File: src/rtl/div_unsigned_seq.sv
// div_unsigned_seq: iterative unsigned fixed-point divider, out = in1 / in2.
// Restoring radix-2 division, one quotient bit per clock, start/valid handshake.
// Both operands are aligned to a common binary point by a left shift of one of
// them. Integer division of the aligned values then yields the quotient with
// WFO fraction bits and exact truncation.
// Optional build macro: DIV_ROUND_NEAREST_EN adds a guard bit and rounds half up.
module div_unsigned_seq #(
  parameter int WI1 = 2,
  parameter int WF1 = 15,
  parameter int WI2 = 1,
  parameter int WF2 = 6,
  parameter int WIO = 1,
  parameter int WFO = 5
) (
  input  logic                 CLK,
  input  logic                 RST,
  input  logic                 start,
  input  logic [WI1+WF1-1:0]   in1,
  input  logic [WI2+WF2-1:0]   in2,
  output logic                 busy,
  output logic                 valid,
  output logic [WIO+WFO-1:0]   out,
  output logic                 dz,
  output logic                 ovf
);

  localparam int W   = WIO + WFO;
  // Align binary points: dividend gets WF2+WFO fraction bits relative to the divisor.
  localparam int SHN = (WF2 + WFO >= WF1) ? (WF2 + WFO - WF1) : 0;
  localparam int SHD = (WF1 > WF2 + WFO) ? (WF1 - WF2 - WFO) : 0;
`ifdef DIV_ROUND_NEAREST_EN
  localparam int GB  = 1;
`else
  localparam int GB  = 0;
`endif
  localparam int ITER = W + GB;
  localparam int RW   = WI1 + WF1 + SHN + WI2 + WF2 + SHD + W + 2;
  localparam int CW   = $clog2(ITER + 1);

  typedef enum logic [1:0] {
    IDLE = 2'd0,
    CALC = 2'd1,
    DONE = 2'd2
  } state_t;

  state_t          state_q, state_d;
  logic [CW-1:0]   cnt_q, cnt_d;
  logic [RW-1:0]   rem_q, rem_d;
  logic [RW-1:0]   dsh_q, dsh_d;
  logic [ITER-1:0] quo_q, quo_d;
  logic            valid_q, valid_d;
  logic [W-1:0]    out_q, out_d;
  logic            dz_q, dz_d;
  logic            ovf_q, ovf_d;
  logic            dzp_q, dzp_d;

  logic [RW-1:0]   num_s;
  logic [RW-1:0]   den_s;
  logic            ovf_pre_s;
  logic            bit_s;
  logic [ITER-1:0] quo_nx_s;

  // Aligned operands and up-front detection of a quotient that cannot fit in W bits.
  always_comb begin
    num_s     = RW'(in1) << (SHN + GB);
    den_s     = RW'(in2) << SHD;
    ovf_pre_s = (num_s >= (den_s << ITER));
  end

  // Next-state, datapath and result computation.
  always_comb begin
    state_d  = state_q;
    cnt_d    = cnt_q;
    rem_d    = rem_q;
    dsh_d    = dsh_q;
    quo_d    = quo_q;
    valid_d  = 1'b0;
    out_d    = out_q;
    dz_d     = dz_q;
    ovf_d    = ovf_q;
    dzp_d    = dzp_q;
    bit_s    = 1'b0;
    quo_nx_s = quo_q;
    case (state_q)
      IDLE: begin
        if (start) begin
          dz_d  = 1'b0;
          ovf_d = 1'b0;
          if (in2 == '0) begin
            dzp_d   = 1'b1;
            state_d = DONE;
          end else if (ovf_pre_s) begin
            dzp_d   = 1'b0;
            state_d = DONE;
          end else begin
            dzp_d   = 1'b0;
            rem_d   = num_s;
            dsh_d   = den_s << (ITER - 1);
            quo_d   = '0;
            cnt_d   = CW'(ITER - 1);
            state_d = CALC;
          end
        end else begin
          state_d = IDLE;
        end
      end
      CALC: begin
        if (rem_q >= dsh_q) begin
          rem_d = rem_q - dsh_q;
          bit_s = 1'b1;
        end else begin
          bit_s = 1'b0;
        end
        quo_nx_s = (quo_q << 1) | ITER'(bit_s);
        quo_d    = quo_nx_s;
        dsh_d    = dsh_q >> 1;
        if (cnt_q == '0) begin
          state_d = IDLE;
          valid_d = 1'b1;
`ifdef DIV_ROUND_NEAREST_EN
          // Guard bit set on an all-ones quotient would wrap: saturate and flag.
          if ((&quo_nx_s[ITER-1:1]) && quo_nx_s[0]) begin
            out_d = {W{1'b1}};
            ovf_d = 1'b1;
          end else begin
            out_d = quo_nx_s[ITER-1:1] + W'(quo_nx_s[0]);
            ovf_d = 1'b0;
          end
`else
          out_d = quo_nx_s;
`endif
        end else begin
          cnt_d = cnt_q - CW'(1);
        end
      end
      DONE: begin
        state_d = IDLE;
        valid_d = 1'b1;
        out_d   = {W{1'b1}};
        dz_d    = dzp_q;
        ovf_d   = ~dzp_q;
      end
      default: begin
        state_d = IDLE;
      end
    endcase
  end

  // State and datapath registers; reset aborts any operation in flight.
  always_ff @(posedge CLK or negedge RST) begin
    if (!RST) begin
      state_q <= IDLE;
      cnt_q   <= '0;
      rem_q   <= '0;
      dsh_q   <= '0;
      quo_q   <= '0;
      valid_q <= 1'b0;
      out_q   <= '0;
      dz_q    <= 1'b0;
      ovf_q   <= 1'b0;
      dzp_q   <= 1'b0;
    end else begin
      state_q <= state_d;
      cnt_q   <= cnt_d;
      rem_q   <= rem_d;
      dsh_q   <= dsh_d;
      quo_q   <= quo_d;
      valid_q <= valid_d;
      out_q   <= out_d;
      dz_q    <= dz_d;
      ovf_q   <= ovf_d;
      dzp_q   <= dzp_d;
    end
  end

  assign busy  = (state_q != IDLE);
  assign valid = valid_q;
  assign out   = out_q;
  assign dz    = dz_q;
  assign ovf   = ovf_q;

endmodule

File: config.mk
export PLATFORM = sky130hd
export DESIGN_NAME = div_unsigned_seq
export DESIGN_NICKNAME = d
export VERILOG_FILES = /design/src/rtl/div_unsigned_seq.sv
export SDC_FILE = /design/constraint.sdc
export NUM_CORES = 1
export LEC_CHECK = 0
export BUFFER_PORTS_ARGS = -buffer_cell sky130_fd_sc_hd__buf_2
export CORE_MARGIN = 8
export CORE_UTILIZATION = 35
export DETAILED_ROUTE_END_ITERATION = 10
export HOLD_SLACK_MARGIN = 0.05
export PLACE_DENSITY_LB_ADDON = 0.15
export SLEW_MARGIN = 20
export SYNTH_ARGS = -nofsm -noshare
export SYNTH_HDL_FRONTEND = slang
export SYNTH_SLANG_ARGS = --single-unit
export TNS_END_PERCENT = 10
File: constraint.sdc
create_clock -name CLK -period 3.5 [get_ports CLK]
set_clock_uncertainty 0.2 [all_clocks]
set_input_delay 0 -clock CLK [delete_from_list [all_inputs] [get_ports CLK]]
set_output_delay 0 -clock CLK [all_outputs]
set_load 0.01 [all_outputs]
==> results.txt <==
Hold Fails Final Rpt -> 0
root buf cell -> clkbuf_16
area of the core -> 13700 µm²
initial drt markers -> 313
Worst Setup EP -> rem_q[20]
IO Pins -> 37
VDD IR max -> 0.000318 V
ANT cells -> 0
RSZ-0062 raised after global routing -> false
postcts setup bufs -> 0
most frequent cells in the layout -> dfrtp_1, nand2_1, a21oi_1
Reg clk slew, reported paths -> 0.06 ns
f_max -> 310 MHz
fin crit period -> 3.22 ns
dpl cells -> 761
placed cell areas -> 5190 µm²
DIE AREA -> 17800 µm²
final setup TNS -> 0 ns
Routed WL -> 13700 µm
layout cells sized above 1 -> 12.8%
CTS tree -> built
Req. time, crit path -> 3.56 ns
max cap viols -> 0
CP Launch Point -> dsh_q[11]
status -> finished, final reports clean
Crit Path Category -> reg2reg
Final setup viols -> 0
Worst setup SP type -> register
reg2reg path depth -> 9
Pre-antenna DRT Iters -> 5
Worst setup EP type -> register
Area Overhead vs Synth -> 20.7%
global route overflow -> 0
Worst R2R Setup Slack -> 0.28 ns
Seq cells post-synth -> 72
Post-Synthesis Net Count -> 617
RR Startpoint -> dsh_q[11]
Main synth FF type -> dfrtp_1
port buffer count -> 36
DRC violations left -> 0
largest net degree at the start of global routing -> 73
detailed-route wire length per cell -> 17.0 µm
Hold Path Depth -> 2
reg-to-reg endpoint -> rem_q[20]
Worst Path Arrival -> 3.28 ns
vias -> 4375
sequential element share of the synthesized area -> 37.4%
syn_area_per_cell -> 8.58 µm²
Post-Syn Area -> 4810 µm²
DR vias/cell -> 5.43
initial antenna violation count -> 0
Period Utilization, post-route -> 92.1%
Clk Latency, worst-skew pair -> 0.34 ns
commonest non-fill, non-tap cell in the layout -> dfrtp_1
FP Rows -> 43
vias in the first global route -> 4315
hold crit path type -> reg2reg
final core occ -> 42.5%
slew of the pin with the lowest slew margin -> 0.793 ns
synth warn -> 0
Finished Layout Cells -> 806
# hold bufs at CTS -> 27
Post-synth ARST share -> 100%
die width -> 133 µm
Max Slew Vio Count -> 0
Resize count post-CTS -> 0
Pleak -> 2.58 nW
Final HPWL DP -> 9990 µm
CTS sink cnt -> 72
starting density of the core -> 35.2%
Worst Path Max Fanout -> 11
Post-Syn Instances -> 561
gpl congestion -> 0.878
first-pass GRT wire length -> 22900 µm
Fill cells -> 1393
Fin Hold WS -> 0.270 ns
clock buffer count from CTS -> 9
H-tree depth -> 3
CTS max path bufs -> 2
Post-synth EDFFs -> 0
Design Area, Final -> 5810 µm²
Relative slew margins -> 46.6%
Netlist cell types -> 68
Tot GR Track Use -> 16.0%
DRT antenna net count -> 0
Die H -> 133 µm
Pwr per Cell Area -> 1010 nW/µm²
Final Net Count -> 677
-- where the power goes --
part | switching [mW] | total [mW] | leakage [nW] | internal [mW]
clock | 0.374 | 0.999 | 0.150 | 0.625
combinational | 2.11 | 3.46 | 1.51 | 1.35
sequential | 0.260 | 1.39 | 0.913 | 1.13
total | 2.74 | 5.84 | 2.58 | 3.10
-- state kept, by name, summed over array words and instances, names as in the netlist --
signal   flops
out          6
cnt_q        3
quo_q        5
dzp_q        1
state_q      2
dz           1
valid        1
dsh_q       16
ovf          1
rem_q       36
-- cells in the mapped netlist, types with 7 or more instances --
| cell | instances | share of area, % |
|---|---|---|
| ha_1 | 28 | 7.3 |
| a21o_1 | 15 | 2.3 |
| o21ai_0 | 34 | 3.5 |
| o211ai_1 | 9 | 1.4 |
| inv_1 | 34 | 2.7 |
| or4_1 | 7 | 1.1 |
| clkbuf_1 | 16 | 1.2 |
| nand2_1 | 71 | 5.5 |
| o22ai_1 | 14 | 1.8 |
| a31oi_1 | 8 | 1.0 |
| or3_1 | 7 | 0.91 |
| nand2b_1 | 10 | 1.3 |
| nand3_1 | 14 | 1.5 |
| nor2_1 | 34 | 2.7 |
| o31ai_1 | 17 | 2.7 |
| dfrtp_1 | 72 | 37 |
| a21oi_1 | 45 | 4.7 |
| nor3_1 | 13 | 1.4 |
-- critical path, stage by stage, from the launching register on --
cell	delay (ns)
dfrtp_1	0.38
inv_1	0.06
ha_1	0.38
a21o_1	0.26
a311o_1	0.32
o2111ai_1	0.12
and3_1	0.47
o211ai_2	0.32
or4_1	0.47
a21oi_1	0.16
-- cell type report --
type / instances / area [µm²] / area share [%]
Clock buffer: 11 / 233 / 4.01
Clock inverter: 5 / 81.3 / 1.40
Inverter: 34 / 128 / 2.20
Multi-Input combinational cell: 426 / 2740 / 47.2
Sequential cell: 72 / 1800 / 31.0
Tap cell: 180 / 225 / 3.88
Timing Repair Buffer: 78 / 601 / 10.3
-- layer usage --
layer / global-route usage, % / vias up / routed length, µm / share of wire [%]
met5: 0 / - / 0 / 0
met4: 5.05 / 0 / 168 / 1.2
met3: 2.45 / 10 / 415 / 3.0
met2: 25.1 / 74 / 6140 / 45
met1: 22.0 / 2116 / 6990 / 51
li1: - / 2175 / - / -
-- stage by stage --
step / power (mW) / setup slack, ns
after CTS: 5.84 / 0.305
after global routing: 6.35 / 0.114
after detailed placement: 4.80 / 0.306
after floorplan: 3.93 / 0.637
final: 5.84 / 0.276
after global placement: 4.77 / 0.364
-- cell families after synthesis --
group	share of synthesized area, %
adder cells (fa/ha/maj)	7.69
AND/OR/NAND/NOR	21.7
XOR/XNOR	1.82
AO/OA/AOI/OAI	24.4
flip-flops	37.4
multiplexers	1.25
buffers and inverters	5.72
-- worst min-delay path by stage --
stage / start / end / slack [ns]
after floorplan: RST / cnt_q[0] / -0.50
after global placement: RST / rem_q[2] / 0.02
after detailed placement: RST / rem_q[2] / 0.03
after CTS: RST / rem_q[2] / 0.20
after global routing: quo_q[4] / quo_q[4] / 0.30
final: quo_q[4] / quo_q[4] / 0.27
(Power assumes the default switching activity.)
